[config.mk]
export PLATFORM = sky130hd
export DESIGN_NAME = clk_gate_ctrl_flat
export DESIGN_NICKNAME = d
export VERILOG_FILES = /design/src/rtl/clk_gate_ctrl_if.sv /design/src/rtl/clk_gate_ctrl.sv /design/src/flat_wrapper.sv
export SDC_FILE = /design/constraint.sdc
export NUM_CORES = 1
export LEC_CHECK = 0
export ABC_CLOCK_PERIOD_IN_PS = 2180
export CORE_MARGIN = 2
export CORE_UTILIZATION = 35
export CTS_CLUSTER_DIAMETER = 150
export DETAILED_ROUTE_END_ITERATION = 7
export SLEW_MARGIN = 0
export SYNTH_ARGS = -nofsm -noshare
export SYNTH_HDL_FRONTEND = slang
export SYNTH_SLANG_ARGS = --single-unit
[constraint.sdc]
create_clock -name clk -period 2.18 [get_ports clk]
set_input_delay 0.327 -clock clk [delete_from_list [all_inputs] [get_ports clk]]
set_output_delay 0.327 -clock clk [all_outputs]
set_load 0.03 [all_outputs]
[src/rtl/clk_gate_ctrl_if.sv]
// -----------------------------------------------------------------------------
// clk_gate_ctrl_if
// Bundles the configuration, activity and wake-handshake signals exchanged
// between the clock-gating controller and its surroundings.
//   master : drives cfg_en_i, idle_thr_i, busy_i, req_i; observes the rest
//   slave  : the controller itself
//   cfg_en_i   - auto-gating enable
//   idle_thr_i - idle threshold (quasi-static)
//   busy_i     - gated-domain activity flag
//   req_i      - level wake request, held until ack_o
//   ack_o      - one-cycle request acknowledge
//   en_ip_o    - enable to the gate cell
//   mode_o     - gate-cell mode {gating active, source select}
//   state_o    - controller state for debug
// -----------------------------------------------------------------------------
interface clk_gate_ctrl_if #(
  parameter int IDLE_CNT_W = 8
);
  logic                  cfg_en_i;
  logic [IDLE_CNT_W-1:0] idle_thr_i;
  logic                  busy_i;
  logic                  req_i;
  logic                  ack_o;
  logic                  en_ip_o;
  logic [1:0]            mode_o;
  logic [1:0]            state_o;

  modport master (
    output cfg_en_i, idle_thr_i, busy_i, req_i,
    input  ack_o, en_ip_o, mode_o, state_o
  );

  modport slave (
    input  cfg_en_i, idle_thr_i, busy_i, req_i,
    output ack_o, en_ip_o, mode_o, state_o
  );
endinterface

[src/rtl/clk_gate_ctrl.sv]
// -----------------------------------------------------------------------------
// clk_gate_ctrl
// Idle-detect clock-gating controller running on the free-running clock.
// Drops the gate-cell enable after a programmable idle period, restores it
// on busy/request/config-drop, and acknowledges requesters only once the
// gated clock has been running for WAKE_DLY cycles.
//   clk   - free-running clock, posedge logic
//   rst_n - asynchronous active-low reset
//   bus   - clk_gate_ctrl_if.slave (config, busy, request/ack, gate outputs)
// All outputs come straight from flops.
// -----------------------------------------------------------------------------
module clk_gate_ctrl #(
  parameter int IDLE_CNT_W = 8,
  parameter int WAKE_DLY   = 2
) (
  input  logic             clk,
  input  logic             rst_n,
  clk_gate_ctrl_if.slave   bus
);

  typedef enum logic [1:0] {
    RUN   = 2'd0,
    IDLE  = 2'd1,
    GATED = 2'd2,
    WAKE  = 2'd3
  } state_t;

  state_t                state_q, state_d;
  logic [IDLE_CNT_W-1:0] cnt_q, cnt_d;
  logic [3:0]            wcnt_q, wcnt_d;
  logic                  en_q, en_d;
  logic                  mode1_q, mode1_d;
  logic                  ack_q, ack_d;
  logic                  req_done_q, req_done_d;
  logic                  cfg_en_q;
  logic                  new_req;
  logic                  quiet;

  // A request counts only until it has been acknowledged once.
  assign new_req = bus.req_i & ~req_done_q;
  assign quiet   = cfg_en_q & ~bus.busy_i & ~new_req;

  always_ff @(posedge clk or negedge rst_n) begin
    if (!rst_n) begin
      state_q    <= RUN;
      cnt_q      <= '0;
      wcnt_q     <= '0;
      en_q       <= 1'b1;
      mode1_q    <= 1'b0;
      ack_q      <= 1'b0;
      req_done_q <= 1'b0;
      cfg_en_q   <= 1'b0;
    end else begin
      state_q    <= state_d;
      cnt_q      <= cnt_d;
      wcnt_q     <= wcnt_d;
      en_q       <= en_d;
      mode1_q    <= mode1_d;
      ack_q      <= ack_d;
      req_done_q <= req_done_d;
      cfg_en_q   <= bus.cfg_en_i;
    end
  end

  always_comb begin
    state_d    = state_q;
    cnt_d      = cnt_q;
    wcnt_d     = wcnt_q;
    en_d       = en_q;
    ack_d      = 1'b0;
    // Any edge that sees the request low re-arms the acknowledge.
    req_done_d = bus.req_i ? req_done_q : 1'b0;

    unique case (state_q)
      RUN: begin
        en_d = 1'b1;
        if (quiet) begin
          state_d = IDLE;
          cnt_d   = '0;
        end
        if (new_req) begin
          ack_d      = 1'b1;
          req_done_d = 1'b1;
        end
      end
      IDLE: begin
        en_d = 1'b1;
        // Loss of quiet beats the threshold compare.
        if (!quiet) begin
          state_d = RUN;
        end else if (cnt_q == bus.idle_thr_i) begin
          state_d = GATED;
          en_d    = 1'b0;
        end else begin
          cnt_d = cnt_q + IDLE_CNT_W'(1);
        end
      end
      GATED: begin
        en_d = 1'b0;
        if (bus.busy_i || new_req || !cfg_en_q) begin
          state_d = WAKE;
          en_d    = 1'b1;
          wcnt_d  = 4'(WAKE_DLY - 1);
        end
      end
      WAKE: begin
        en_d = 1'b1;
        // Inputs are ignored here so the settle period always completes.
        if (wcnt_q == 4'd0) begin
          state_d = RUN;
        end else begin
          wcnt_d = wcnt_q - 4'd1;
        end
      end
      default: begin
        state_d = RUN;
        en_d    = 1'b1;
      end
    endcase

    // Gating stays armed outside RUN so a config drop must pass through WAKE
    // (enable restored) before the cell is told to force its clock on.
    mode1_d = (state_d == RUN) ? cfg_en_q : 1'b1;
  end

  assign bus.en_ip_o = en_q;
  assign bus.mode_o  = {mode1_q, 1'b0};
  assign bus.ack_o   = ack_q;
  assign bus.state_o = state_q;

endmodule
[src/flat_wrapper.sv]
// flat-port wrapper written by rule: the top's interface ports become plain ports
module clk_gate_ctrl_flat 
#(
  parameter int IDLE_CNT_W = 8,
  parameter int WAKE_DLY   = 2
)
  (clk, rst_n, bus_cfg_en_i, bus_idle_thr_i, bus_busy_i, bus_req_i, bus_ack_o, bus_en_ip_o, bus_mode_o, bus_state_o);
  clk_gate_ctrl_if #(.IDLE_CNT_W(IDLE_CNT_W)) bus_i ();
  input  logic clk;
  input  logic rst_n;
  input wire logic [$bits(bus_i.cfg_en_i)-1:0] bus_cfg_en_i;
  input wire logic [$bits(bus_i.idle_thr_i)-1:0] bus_idle_thr_i;
  input wire logic [$bits(bus_i.busy_i)-1:0] bus_busy_i;
  input wire logic [$bits(bus_i.req_i)-1:0] bus_req_i;
  output wire logic [$bits(bus_i.ack_o)-1:0] bus_ack_o;
  output wire logic [$bits(bus_i.en_ip_o)-1:0] bus_en_ip_o;
  output wire logic [$bits(bus_i.mode_o)-1:0] bus_mode_o;
  output wire logic [$bits(bus_i.state_o)-1:0] bus_state_o;
  assign bus_i.cfg_en_i = bus_cfg_en_i;
  assign bus_i.idle_thr_i = bus_idle_thr_i;
  assign bus_i.busy_i = bus_busy_i;
  assign bus_i.req_i = bus_req_i;
  assign bus_ack_o = bus_i.ack_o;
  assign bus_en_ip_o = bus_i.en_ip_o;
  assign bus_mode_o = bus_i.mode_o;
  assign bus_state_o = bus_i.state_o;
  clk_gate_ctrl #(.IDLE_CNT_W(IDLE_CNT_W), .WAKE_DLY(WAKE_DLY)) u_core (.clk(clk), .rst_n(rst_n), .bus(bus_i));
endmodule
=== Yosys cells after proc, flatten, opt, wreduce, memory -nomap -nowiden ===
Index checks and enable logic that the tools add are counted.

* Register bits after elaboration: 19
* Bits of input ports: 13
* Output and inout port bits: 6

* Add/sub/neg operators: 2
* Equal/unequal tests: 9
* Muxes and demuxes: 23
* Bitwise logic cells: 6
* Reductions and logical operators: 11

{| class="wikitable"
|+ Operators with widths
! kind !! count
|-
| two-way mux 8 bit || 3
|-
| one-hot mux 8 bit (2 select lines) || 1
|-
| two-way mux 2 bit || 5
|-
| two-way mux 1 bit || 9
|-
| adder 8 x 1 -> 8 bit (second input constant) || 1
|-
| equality test 8 bit || 1
|-
| two-way mux 4 bit || 2
|-
| one-hot mux 2 bit (4 select lines) || 1
|-
| one-hot mux 4 bit (2 select lines) || 1
|-
| inequality test 2 x 1 -> 1 bit (second input constant) || 3
|-
| equality test 2 bit (second input constant) || 2
|-
| zero test 2 bit || 2
|-
| zero test 4 bit || 1
|-
| inequality test 2 bit (second input constant) || 2
|-
| AND reduction 4 bit || 1
|-
| nonzero test 2 bit || 2
|-
| subtractor 4 x 1 -> 4 bit (second input constant) || 1
|-
| bitwise AND 1 bit || 3
|-
| NOT 1 bit || 3
|-
| one-hot mux 1 bit (3 select lines) || 1
|-
| AND reduction 3 bit || 1
|-
| equality test 2 x 1 -> 1 bit (second input constant) || 1
|-
| logical OR 1 bit || 2
|-
| OR reduction 2 bit || 1
|-
| zero test 1 bit || 1
|}

=== Longest topological paths before layout ===
* Word-level depth: 8
* Mapped depth: 8
* Depth with buffers taken out: 7

=== Worst setup path after synthesis ===
OpenSTA, ideal clock, no wires.

* Kind: reg-to-reg
* From: register u_core.state_q[1], in the netlist u_core.bus.state_o[1]
* To: register u_core.cnt_q[7]
* Arrival time: 1.891 ns
* Required time: 2.102 ns
* Slack: 0.211 ns
* Stages on the path, launching flop included: 7
* Cells stage by stage: dfrtp_1 inv_1 ha_1 nand3_4 or3_1 or3_1 a21oi_1

* Cells in the longest elaborated chain, start to end: 3
* Elaborated cells between the ends (all ways): 8
* Classes of those cells: 4 x eq/ne; 1 x mux; 3 x reduce/logical

{| class="wikitable"
|+ RTL lines
! element !! RTL line !! text
|-
| from (decl) || clk_gate_ctrl.sv:28 || <nowiki>state_t state_q, state_d;</nowiki>
|-
| from (signal assigned) || clk_gate_ctrl.sv:54 || <nowiki>state_q <= state_d;</nowiki>
|-
| equality test 2 x 1 -> 1 bit or zero test 2 bit (tied branches) || clk_gate_ctrl.sv:74 || <nowiki>unique case (state_q)</nowiki>
|-
| inequality test 2 x 1 -> 1 bit (no source line) (tied with other cells) || -- ||
|-
| AND reduction 4 bit (no source line) || -- ||
|-
| to (signal assigned) || clk_gate_ctrl.sv:55 || <nowiki>cnt_q <= cnt_d;</nowiki>
|-
| to (decl) || clk_gate_ctrl.sv:29 || <nowiki>logic [IDLE_CNT_W-1:0] cnt_q, cnt_d;</nowiki>
|}

Parallel ways exist; a longest one is shown, timed or not.
A chain may end at the register's enable or synchronous reset.

=== Final worst setup path ===
* From: register u_core.wcnt_q[0]
* To: register u_core.mode1_q

* Cells in the longest elaborated chain, start to end: 5

{| class="wikitable"
|+ RTL lines
! element !! RTL line !! text
|-
| from (decl) || clk_gate_ctrl.sv:30 || <nowiki>logic [3:0] wcnt_q, wcnt_d;</nowiki>
|-
| from (signal assigned) || clk_gate_ctrl.sv:56 || <nowiki>wcnt_q <= wcnt_d;</nowiki>
|-
| zero test 4 bit || clk_gate_ctrl.sv:109 || <nowiki>if (wcnt_q == 4'd0) begin</nowiki>
|-
| two-way mux 2 bit || clk_gate_ctrl.sv:109 ||
|-
| one-hot mux 2 bit (4 select lines) || clk_gate_ctrl.sv:74 ||
|-
| zero test 2 bit || clk_gate_ctrl.sv:123 || <nowiki>mode1_d = (state_d == RUN) ? cfg_en_q : 1'b1;</nowiki>
|-
| two-way mux 1 bit || clk_gate_ctrl.sv:123 ||
|-
| named net u_core.mode1_d || clk_gate_ctrl.sv:32 || <nowiki>logic mode1_q, mode1_d;</nowiki>
|-
| to (signal assigned) || clk_gate_ctrl.sv:58 || <nowiki>mode1_q <= mode1_d;</nowiki>
|-
| to (decl) || clk_gate_ctrl.sv:32 ||
|}

The timed path passes the listed nets, and every way through them passes these cells.

==> flow_summary.json <==
{
  "rows": 22,
  "cts-root-buf": "clkbuf_8",
  "vias": 1013,
  "worst_hold_path_type": "in -> async",
  "grt_pass1_wl_microns": 4436,
  "synth.ff_latch_count": 19,
  "critPathKind": "reg -> reg",
  "dp_hpwl_microns": 1933,
  "drt-total-wl_microns": 2484,
  "synth_edf_count": 0,
  "syn_nets": 155,
  "pin_count": 19,
  "fin_cells": 200,
  "endpoint_kind": "flip-flop",
  "syn_area_sq_um": 1289,
  "avgRoutedWirePerCell_microns": 12.42,
  "async_reset_ff_frac": 1.000,
  "synthSimpleGateAreaFrac": 0.2350,
  "yosysTopAreaCell": "dfrtp_1",
  "path_cells": "inv_1, ha_1, or3b_1, a2111o_1, o311ai_1, nand3b_1",
  "clk_latency_ns": 0.26,
  "hold_ws_ns": 0.4045,
  "ys_top_cells_by_area": "dfrtp_1 35%, ha_1 7.8%, xor2_1 5.4%, mux2i_1 3.9%, a21oi_1 3.5%",
  "post-cts-setup-buffers": 0,
  "min_period_over_period": 0.9087,
  "synth_compound_area_frac": 0.1485,
  "synth_warnings": 0,
  "seq_area_frac_synth": 0.3699,
  "reg2reg_from": "u_core.wcnt_q[0]",
  "cts.sinks": 19,
  "track_usage": 0.1340,
  "seqPwrFrac": 0.411,
  "cp_slowest_cell": "or3b_1",
  "cts_max_level": 1,
  "fin_crit_ns": 1.981,
  "rsz0062_at_grt": "no",
  "cts_tree": "built",
  "clkTransAtPathRegs_ns": 0.07,
  "status": "finished, final reports clean",
  "die_height_microns": 64.68,
  "crit_arrival_ns": 2.10,
  "crit_fanout": 6,
  "required_ns": 2.30,
  "cts_resized": 0,
  "synthFlopType": "dfrtp_1",
  "yosysTopAreaCellShare": 0.3495,
  "dp.cells": 196,
  "place.gp.congestion": 0.8116,
  "startpoint": "u_core.wcnt_q[0]",
  "grt_max_degree": 20,
  "synth_fa_ha_area_frac": 0.07767,
  "postSynthAreaPerCell_sq_um": 9.617,
  "antenna_left": 0,
  "swShare": 0.3489,
  "drc": 0,
  "max_freq_mhz": 504.8,
  "clock_path_buffers": 2,
  "power_frac_clock": 0.226,
  "peakVddDrop_v": 0.0003595,
  "yosysUniqueCellTypes": 40,
  "coreArea_sq_um": 3606,
  "critPathBufInv": 1,
  "maxCapViolCount": 0,
  "synth_top_family_by_area": "simple AND/OR/NAND/NOR gates",
  "grt_overflow": 0,
  "final_nets": 174,
  "slowest_delay_ns": 0.45,
  "finClkSkew_ns": 0.002008,
  "p_comb_frac": 0.362,
  "muxShareOfSynthArea": 0.03883,
  "grt_pass1_vias": 1064,
  "cts_made_buffers": 3,
  "crit_path_start_kind": "flip-flop",
  "setup_viol": 0,
  "dr.pass1.iters": 4,
  "power.internal_w": 0.0007152,
  "drive_gt1_frac": 0.09211,
  "die_x_microns": 64.68,
  "leakage_nw": 0.6381,
  "die_area_sq_um": 4184,
  "drv_slew": 0,
  "via_per_inst": 5.065,
  "finalSetupTns_ns": 0,
  "p_sw_w": 0.0003832,
  "power_per_cell_area_nw_per_um2": 709.1,
  "syn_inst": 134,
  "cp_top_family": "simple AND/OR/NAND/NOR gates",
  "io_buffers": 17,
  "drtIter0Drc": 14,
  "antenna_found_initial": 0,
  "final_hold_viol_count": 0,
  "synth_xor_area_frac": 0.07476,
  "cts_hold_buf": 0,
  "diodes": 0,
  "syn_to_final_growth_pct": 20.19,
  "start_util": 0.3574
}
-- state kept, by name (all words and copies together) (netlist names) --
register and count:
u_core.bus.ack_o 1, u_core.bus.en_ip_o 1, u_core.bus.state_o 2, u_core.cfg_en_q 1, u_core.cnt_q 8, u_core.mode1_q 1
u_core.req_done_q 1, u_core.wcnt_q 4
-- power by group through the flow --
stage	registers, W	logic [W]	clock network (W)
2_1_floorplan	0.000489	0.000228	0
4_1_cts	0.000452	0.000398	0.000254
3_5_place_dp	0.000459	0.000395	0
3_3_place_gp	0.000456	0.000396	0
6_report	0.000452	0.000398	0.000248
5_1_grt	0.000460	0.000437	0.000272
-- cell usage after synthesis, types with 2 or more instances --
library cell  count
mux2i_1           5
nand3b_1          3
nor4_2            2
clkbuf_1          3
nor2_1           10
or3_1             2
xnor2_1           3
nand2b_1          2
a211oi_1          2
nand3_1           5
or3b_1            2
a21oi_1           9
inv_1             8
nand4_1           3
nor2b_1           2
xor2_1            8
nor3b_1           3
buf_4             2
ha_1              8
dfrtp_1          18
and2_1            2
o21ai_0           7
a22o_1            3
nand2_1           6
-- per-layer routing --
layer / up-vias / GRT usage / routed length (microns)
li1: 511 / - / -
met1: 478 / 0.1668 / 1192
met2: 20 / 0.2292 / 1169
met3: 4 / 0.02257 / 81
met4: 0 / 0.05585 / 41
met5: - / 0 / 0
-- cells by family after synthesis --
kind of cell / after synthesis
simple gates: 47
other cells: 1
mux: 5
buf+inv: 14
fa+ha+maj: 8
compound gates: 29
flops: 19
xor+xnor: 11
-- final timing paths --
check	to	slack, ns	cells past startpoint
setup / recovery	u_core.mode1_q	0.20	6
hold / removal	u_core.cnt_q[4]	0.40	2
setup reg to reg	u_core.mode1_q	0.20	6
hold reg to reg	u_core.req_done_q	0.52	1
max in group asynchronous	u_core.bus.en_ip_o	1.51	2
min in group clk	u_core.cfg_en_q	0.51	1
-- per-stage QoR --
step	utilization	setup WS, ns	area (sq um)	total power, W
after floorplan	-	0.2112	1289	0.0007171
after global placement	0.4171	0.08518	1504	0.0008523
after detailed placement	0.4171	0.04526	1504	0.0008547
after CTS	0.4296	0.2008	1549	0.001105
after global routing	0.4296	0.04184	1549	0.001170
final	0.4296	0.1991	1549	0.001098
-- area by class of cell --
type / instances / area [sq um]
Clock buffer: 4 / 45.04
Fill cell: 340 / 2057
Inverter: 8 / 30.03
Multi-Input combinational cell: 101 / 744.5
Sequential cell: 19 / 476.7
Tap cell: 48 / 60.06
Timing Repair Buffer: 20 / 192.7
-- worst reg2reg max path: stages, from the launching register on --
cell	delay, ns
dfrtp_1	0.43
inv_1	0.12
ha_1	0.17
or3b_1	0.45
a2111o_1	0.44
o311ai_1	0.11
nand3b_1	0.13
-- cell usage in the layout, fill, tap and decap left out, drive strengths merged --
cell type and count:
nor2b 3, dfrtp 18, conb 1, a21oi 9, o22ai 1, a211oi 3
nor4b 1, a22o 3, nor2 10, o32ai 1, o21a 1, clkdlybuf4s50 17
o311ai 1, xnor2 3, nand2 6, nand2b 3, nor3b 3, or3b 2
clkbuf 4, and2 2, nand3b 3, nor4 3, nand3 6, a2111o 1
mux2i 5, o21ai 7, a31oi 1, xor2 8, inv 8, nand4 3
ha 8, or3 2, buf 3, dfstp 1, o41ai 1
(Power assumes the default switching activity.)
